### src/rtl/lcm_from_gcd_if.sv
// Handshake and data bundle between the GCD result capture, the LCM stage and its consumer.
interface lcm_from_gcd_if #(
  parameter int WIDTH = 8
);
  logic                 start;
  logic [WIDTH-1:0]     m_in;
  logic [WIDTH-1:0]     n_in;
  logic [WIDTH-1:0]     g_in;
  logic                 busy;
  logic                 done;
  logic                 err;
  logic [2*WIDTH-1:0]   lcm;

  modport master (
    output start, m_in, n_in, g_in,
    input  busy, done, err, lcm
  );

  modport slave (
    input  start, m_in, n_in, g_in,
    output busy, done, err, lcm
  );
endinterface

### src/rtl/lcm_from_gcd.sv
// LCM = (M / G) * N using a WIDTH-step restoring divider followed by a WIDTH-step
// shift-add multiplier; one operation in flight, start/busy/done handshake.
module lcm_from_gcd #(
  parameter int WIDTH = 8
) (
  input logic           clk,
  input logic           rst_n,
  lcm_from_gcd_if.slave bus
);
  localparam logic [1:0] S_IDLE = 2'd0;
  localparam logic [1:0] S_DIV  = 2'd1;
  localparam logic [1:0] S_MUL  = 2'd2;
  localparam logic [1:0] S_DONE = 2'd3;

  localparam int              CW   = $clog2(WIDTH) + 1;
  localparam logic [CW-1:0]   LAST = CW'(WIDTH - 1);

  logic [1:0]           state;
  logic [CW-1:0]        step;
  logic [WIDTH-1:0]     g_r;
  logic [WIDTH-1:0]     rem;
  logic [WIDTH-1:0]     dvd;     // dividend, becomes quotient, then scanned LSB-first
  logic [2*WIDTH-1:0]   mcand;   // N shifted left by the current multiply step
  logic [2*WIDTH-1:0]   acc;
  logic [2*WIDTH-1:0]   lcm_r;
  logic                 err_r;

  logic [WIDTH:0]       shifted;
  logic [WIDTH:0]       trial;
  logic                 q_bit;
  logic [WIDTH-1:0]     rem_next;
  logic [2*WIDTH-1:0]   acc_next;

  always_comb begin
    shifted  = {rem, dvd[WIDTH-1]};
    trial    = shifted - {1'b0, g_r};
    q_bit    = ~trial[WIDTH];
    // a failed trial implies shifted < G, so the low WIDTH bits hold it exactly
    rem_next = q_bit ? trial[WIDTH-1:0] : shifted[WIDTH-1:0];
    acc_next = dvd[0] ? acc + mcand : acc;
  end

  always_ff @(posedge clk) begin
    if (!rst_n) begin
      state <= S_IDLE;
      step  <= '0;
      g_r   <= '0;
      rem   <= '0;
      dvd   <= '0;
      mcand <= '0;
      acc   <= '0;
      lcm_r <= '0;
      err_r <= 1'b0;
    end else begin
      case (state)
        S_IDLE: begin
          if (bus.start) begin
            g_r   <= bus.g_in;
            mcand <= {{WIDTH{1'b0}}, bus.n_in};
            dvd   <= bus.m_in;
            rem   <= '0;
            step  <= '0;
            if (bus.g_in == '0) begin
              err_r <= 1'b1;
              lcm_r <= '0;
              state <= S_DONE;
            end else begin
              state <= S_DIV;
            end
          end
        end
        S_DIV: begin
          rem <= rem_next;
          dvd <= {dvd[WIDTH-2:0], q_bit};
          if (step == LAST) begin
            step <= '0;
            acc  <= '0;
            if (rem_next != '0) begin
              err_r <= 1'b1;
              lcm_r <= '0;
              state <= S_DONE;
            end else begin
              state <= S_MUL;
            end
          end else begin
            step <= step + 1'b1;
          end
        end
        S_MUL: begin
          acc   <= acc_next;
          mcand <= mcand << 1;
          dvd   <= dvd >> 1;
          if (step == LAST) begin
            step  <= '0;
            lcm_r <= acc_next;
            err_r <= 1'b0;
            state <= S_DONE;
          end else begin
            step <= step + 1'b1;
          end
        end
        default: state <= S_IDLE;
      endcase
    end
  end

  assign bus.busy = (state != S_IDLE);
  assign bus.done = (state == S_DONE);
  assign bus.err  = err_r;
  assign bus.lcm  = lcm_r;
endmodule

### src/flat_wrapper.sv
// flat-port wrapper written by rule: the top's interface ports become plain ports
module lcm_from_gcd_flat 
#(
  parameter int WIDTH = 8
)
  (clk, rst_n, bus_start, bus_m_in, bus_n_in, bus_g_in, bus_busy, bus_done, bus_err, bus_lcm);
  lcm_from_gcd_if #(.WIDTH(WIDTH)) bus_i ();
  input logic clk;
  input logic rst_n;
  input wire logic [$bits(bus_i.start)-1:0] bus_start;
  input wire logic [$bits(bus_i.m_in)-1:0] bus_m_in;
  input wire logic [$bits(bus_i.n_in)-1:0] bus_n_in;
  input wire logic [$bits(bus_i.g_in)-1:0] bus_g_in;
  output wire logic [$bits(bus_i.busy)-1:0] bus_busy;
  output wire logic [$bits(bus_i.done)-1:0] bus_done;
  output wire logic [$bits(bus_i.err)-1:0] bus_err;
  output wire logic [$bits(bus_i.lcm)-1:0] bus_lcm;
  assign bus_i.start = bus_start;
  assign bus_i.m_in = bus_m_in;
  assign bus_i.n_in = bus_n_in;
  assign bus_i.g_in = bus_g_in;
  assign bus_busy = bus_i.busy;
  assign bus_done = bus_i.done;
  assign bus_err = bus_i.err;
  assign bus_lcm = bus_i.lcm;
  lcm_from_gcd #(.WIDTH(WIDTH)) u_core (.clk(clk), .rst_n(rst_n), .bus(bus_i));
endmodule
### config.mk
export PLATFORM = sky130hd
export DESIGN_NAME = lcm_from_gcd_flat
export DESIGN_NICKNAME = d
export VERILOG_FILES = /design/src/rtl/lcm_from_gcd_if.sv /design/src/rtl/lcm_from_gcd.sv /design/src/flat_wrapper.sv
export SDC_FILE = /design/constraint.sdc
export NUM_CORES = 1
export LEC_CHECK = 0
export CORE_ASPECT_RATIO = 1.25
export CORE_UTILIZATION = 30
export DETAILED_ROUTE_END_ITERATION = 10
export PLACE_DENSITY_LB_ADDON = 0.05
export SYNTH_ARGS = -nofsm -noshare
export SYNTH_HDL_FRONTEND = slang
export SYNTH_SLANG_ARGS = --single-unit
### constraint.sdc
create_clock -name clk -period 2.73 [get_ports clk]
set_input_delay 0.546 -clock clk [delete_from_list [all_inputs] [get_ports clk]]
set_output_delay 0.546 -clock clk [all_outputs]
set_load 0.005 [all_outputs]
==> run metrics <==
top_reg_cell synth=dfxtp_1; first-pass GRT wire length=approximately 24000 microns; CP Capture Type=flip-flop; grt total ovfl=0; Clock Latency Late Sink=0.35 ns; Yosys reg bits=79; final setup fails=18; Die Width=around 110 microns; worst slew pin tran=~0.9 ns; met3 wire length=between 300 and 400 microns; max layer used=met4; Top-Level Pins=46; cell count after synthesis=around 570; Inst Count DP=about 860; WL per Instance=between 15 and 20 microns; FMAX=340 MHz; DR pass1 iterations=4; Port-buffer cells=45; Worst setup SP type=flip-flop; R2R cell count=11; Area Growth Syn to Fin=33.4%; core area=~15000 sq um; Hold-fix buffers, CTS=0; pre-CTS setup slack=-0.205 ns; Worst Clk Skew=approximately 0.0035 ns; Vert. Die Dim=~140 microns; WL final=roughly 15000 microns; WHS Path Cells=2; Max Cap Viol=0; RR Startpoint=u_core.dvd[7]; 1st-iter DRT viols=between 200 and 250; Met1 Routed Length=between 6000 and 7000 microns; metal2 WL=approximately 8100 microns; Clock Sinks=around 80; layout cells sized above 1=a little under 20%; Layout Nets=just over 700; Syn Nets=~630; Post-Place Cell Area=about 5800 sq um; status=finished with violations; vias in the first global route=roughly 4500; Arr. time, crit path=3.22 ns; Root Buffer=clkbuf_16; Final Hold Viols=0; Crit Path Max Fanout=8; Mapped Area=roughly 4700 sq um; violated checks=negative setup slack; critical path startpoint=u_core.dvd[7]; headroom to the max-slew limit=about two fifths; asr flop ratio synth=0%; Placer Congestion=roughly 0.83; sequential area share after synthesis=~34%; ANT nets after route=0; EDFF count, synth=0; antenna cells=0; type of the worst setup path=reg2reg; die area=~16000 sq um; required time worst endpoint=roughly 3.0 ns; R2R Setup Slk=-0.21 ns; Vias per Instance=~5.1; maximum root-to-sink buffer count=2; Final Core Density=41.4%; clock transition at the registers of the reported paths=about 0.06 ns; Site Rows=50; R2R Path End=u_core.bus.lcm[3]; Power, Total=5540 uW; TritonCTS clock tree=built; Max IR drop VDD=~0.33 mV; final std cells w/o fill=between 800 and 900; total power per unit cell area=around 880 nW/um^2; Syn Area/Cell=about 8.3 sq um; min setup slack post-route=-0.212 ns; final-layout fill cell count=approximately 1600; cell area after layout=~6300 sq um; DRC=0; Initial Util=between 30% and 40%; hold path start=u_core.g_r[4]; Min Clock Period, post-route=slightly below 3 ns; Final Cycle Share=108%; GRT Total Usage=19.5%; Ys Warns=0; Pleak=0.00246 uW; TritonCTS Buffers=9; Synth cell types=a little over 60; Final Max Tran Viols=0; RSZ-0062 raised after global routing=yes; H-tree levels=3; class of the worst hold path=reg2reg; largest net degree at the start of global routing=62; post-DP HPWL=11200 microns; Worst Hold End=u_core.g_r[4]; initial antenna violation count=0; via count=about 4500
==> power by group <==
part	switching, uW	internal (uW)	total (uW)
clock	495	781	1280
sequential	146	1300	1450
combinational	1570	1250	2820
total	2210	3330	5540
==> worst max-delay path by stage <==
stage,end,slack [ns],depth (start not counted)
CTS,u_core.bus.lcm[3],-0.16,11
detailed placement,u_core.bus.lcm[3],-0.21,10
finish,u_core.bus.lcm[3],-0.21,11
floorplan,u_core.bus.lcm[3],0.02,11
global placement,u_core.bus.lcm[3],-0.16,10
global route,u_core.bus.lcm[3],-0.30,11
==> kinds of logic after synthesis <==
group / Yosys count / synth area share [%]
adders and majority gates: 31 / 8.54
and+or+nand+nor: 195 / 20.0
muxes: 28 / 5.99
AOI/OAI and AO/OA: 173 / 24.2
DFF: 79 / 33.5
buffers and inverters: 51 / 5.17
xor gates and xnor gates: 14 / 2.60
==> flip-flops by register name (all words and copies together), names as in the netlist <==
signal,count
u_core.acc,16
u_core.mcand,16
u_core.step,4
u_core.bus.lcm,16
u_core.dvd,8
u_core.state,2
u_core.rem,8
u_core.bus.err,1
u_core.g_r,8
==> synthesized netlist by cell type, types with 3 or more instances <==
library cell / instances / area [sq um]
xor2_1: 6 / 52.6
nand2_1: 40 / 150
a21o_1: 8 / 60.1
buf_6: 3 / 33.8
a211oi_1: 18 / 135
clkbuf_1: 23 / 86.3
a22oi_1: 17 / 128
ha_1: 29 / 363
inv_1: 21 / 78.8
nand2b_1: 5 / 31.3
nand4_1: 4 / 25.0
mux2i_1: 26 / 260
dfxtp_1: 79 / 1580
xnor2_1: 8 / 70.1
nor3_1: 13 / 65.1
clkbuf_8: 3 / 41.3
nor4_1: 3 / 18.8
nor2_1: 78 / 293
or3_1: 4 / 25.0
a311oi_1: 3 / 26.3
o2111ai_1: 3 / 26.3
nand3_1: 15 / 75.1
o211ai_1: 3 / 22.5
nand3b_1: 6 / 45.0
o21a_1: 6 / 45.0
a21oi_1: 63 / 315
or4_1: 4 / 30.0
o21ai_0: 30 / 150
nor2b_1: 7 / 43.8
==> layout make-up <==
type	count	area [sq um]	area share (%)
Multi-Input combinational cell	442	3070	48.8
Sequential cell	79	1590	25.2
Timing Repair Buffer	114	992	15.8
Clock buffer	13	270	4.29
Tap cell	208	260	4.13
Inverter	21	78.8	1.25
Clock inverter	3	40.0	0.636
==> what timing repair did <==
item | 4_1_cts | 5_1_grt
pin swaps | 4 | 7
buffers inserted | 1 | 6
setup endpoints to repair | 20 | 22
gates cloned | 0 | 1
resized for setup | 7 | 31
==> worst max-delay path, stage by stage, from the launching register on <==
cell	delay, ns
dfxtp_2	0.32
inv_2	0.07
ha_4	0.13
inv_2	0.04
fa_2	0.35
a21o_1	0.22
o2bb2ai_4	0.16
a211oi_4	0.45
a2111oi_4	0.12
o211a_4	0.31
or4_2	0.56
a21oi_2	0.13
==> per-stage QoR <==
stage               setup TNS [ns]  hold slack (ns)
detailed placement           -2.37            0.450
floorplan                        0            0.436
finish                       -1.89            0.456
CTS                          -2.08            0.459
global route                 -4.32            0.484
global placement             -1.84            0.446
==> layer usage <==
| metal | up-vias | GRT usage [%] |
|---|---|---|
| li1 | 2265 | - |
| met4 | 0 | 7.93 |
| met1 | 2140 | 20.4 |
| met3 | 20 | 3.62 |
| met2 | 59 | 37.6 |
| met5 | - | 0 |
==> layout by cell type, fill, tap and decap left out, drive strengths merged, types with 3 or more instances in the layout <==
master / instances
a22oi: 17
nor2: 79
inv: 21
a211oi: 20
nor2b: 7
nand2: 40
nand2b: 5
ha: 29
clkbuf: 13
nor4: 4
buf: 69
o21a: 6
nor3: 13
a21oi: 64
dfxtp: 79
or4: 7
o21ai: 30
xnor2: 8
nand3: 15
mux2i: 26
nand4: 4
nand3b: 6
o2111ai: 3
xor2: 6
or3: 4
a311oi: 3
and3: 3
o211ai: 5
a21o: 8
clkdlybuf4s50: 45
No activity file was read; power rests on OpenSTA's default activity.
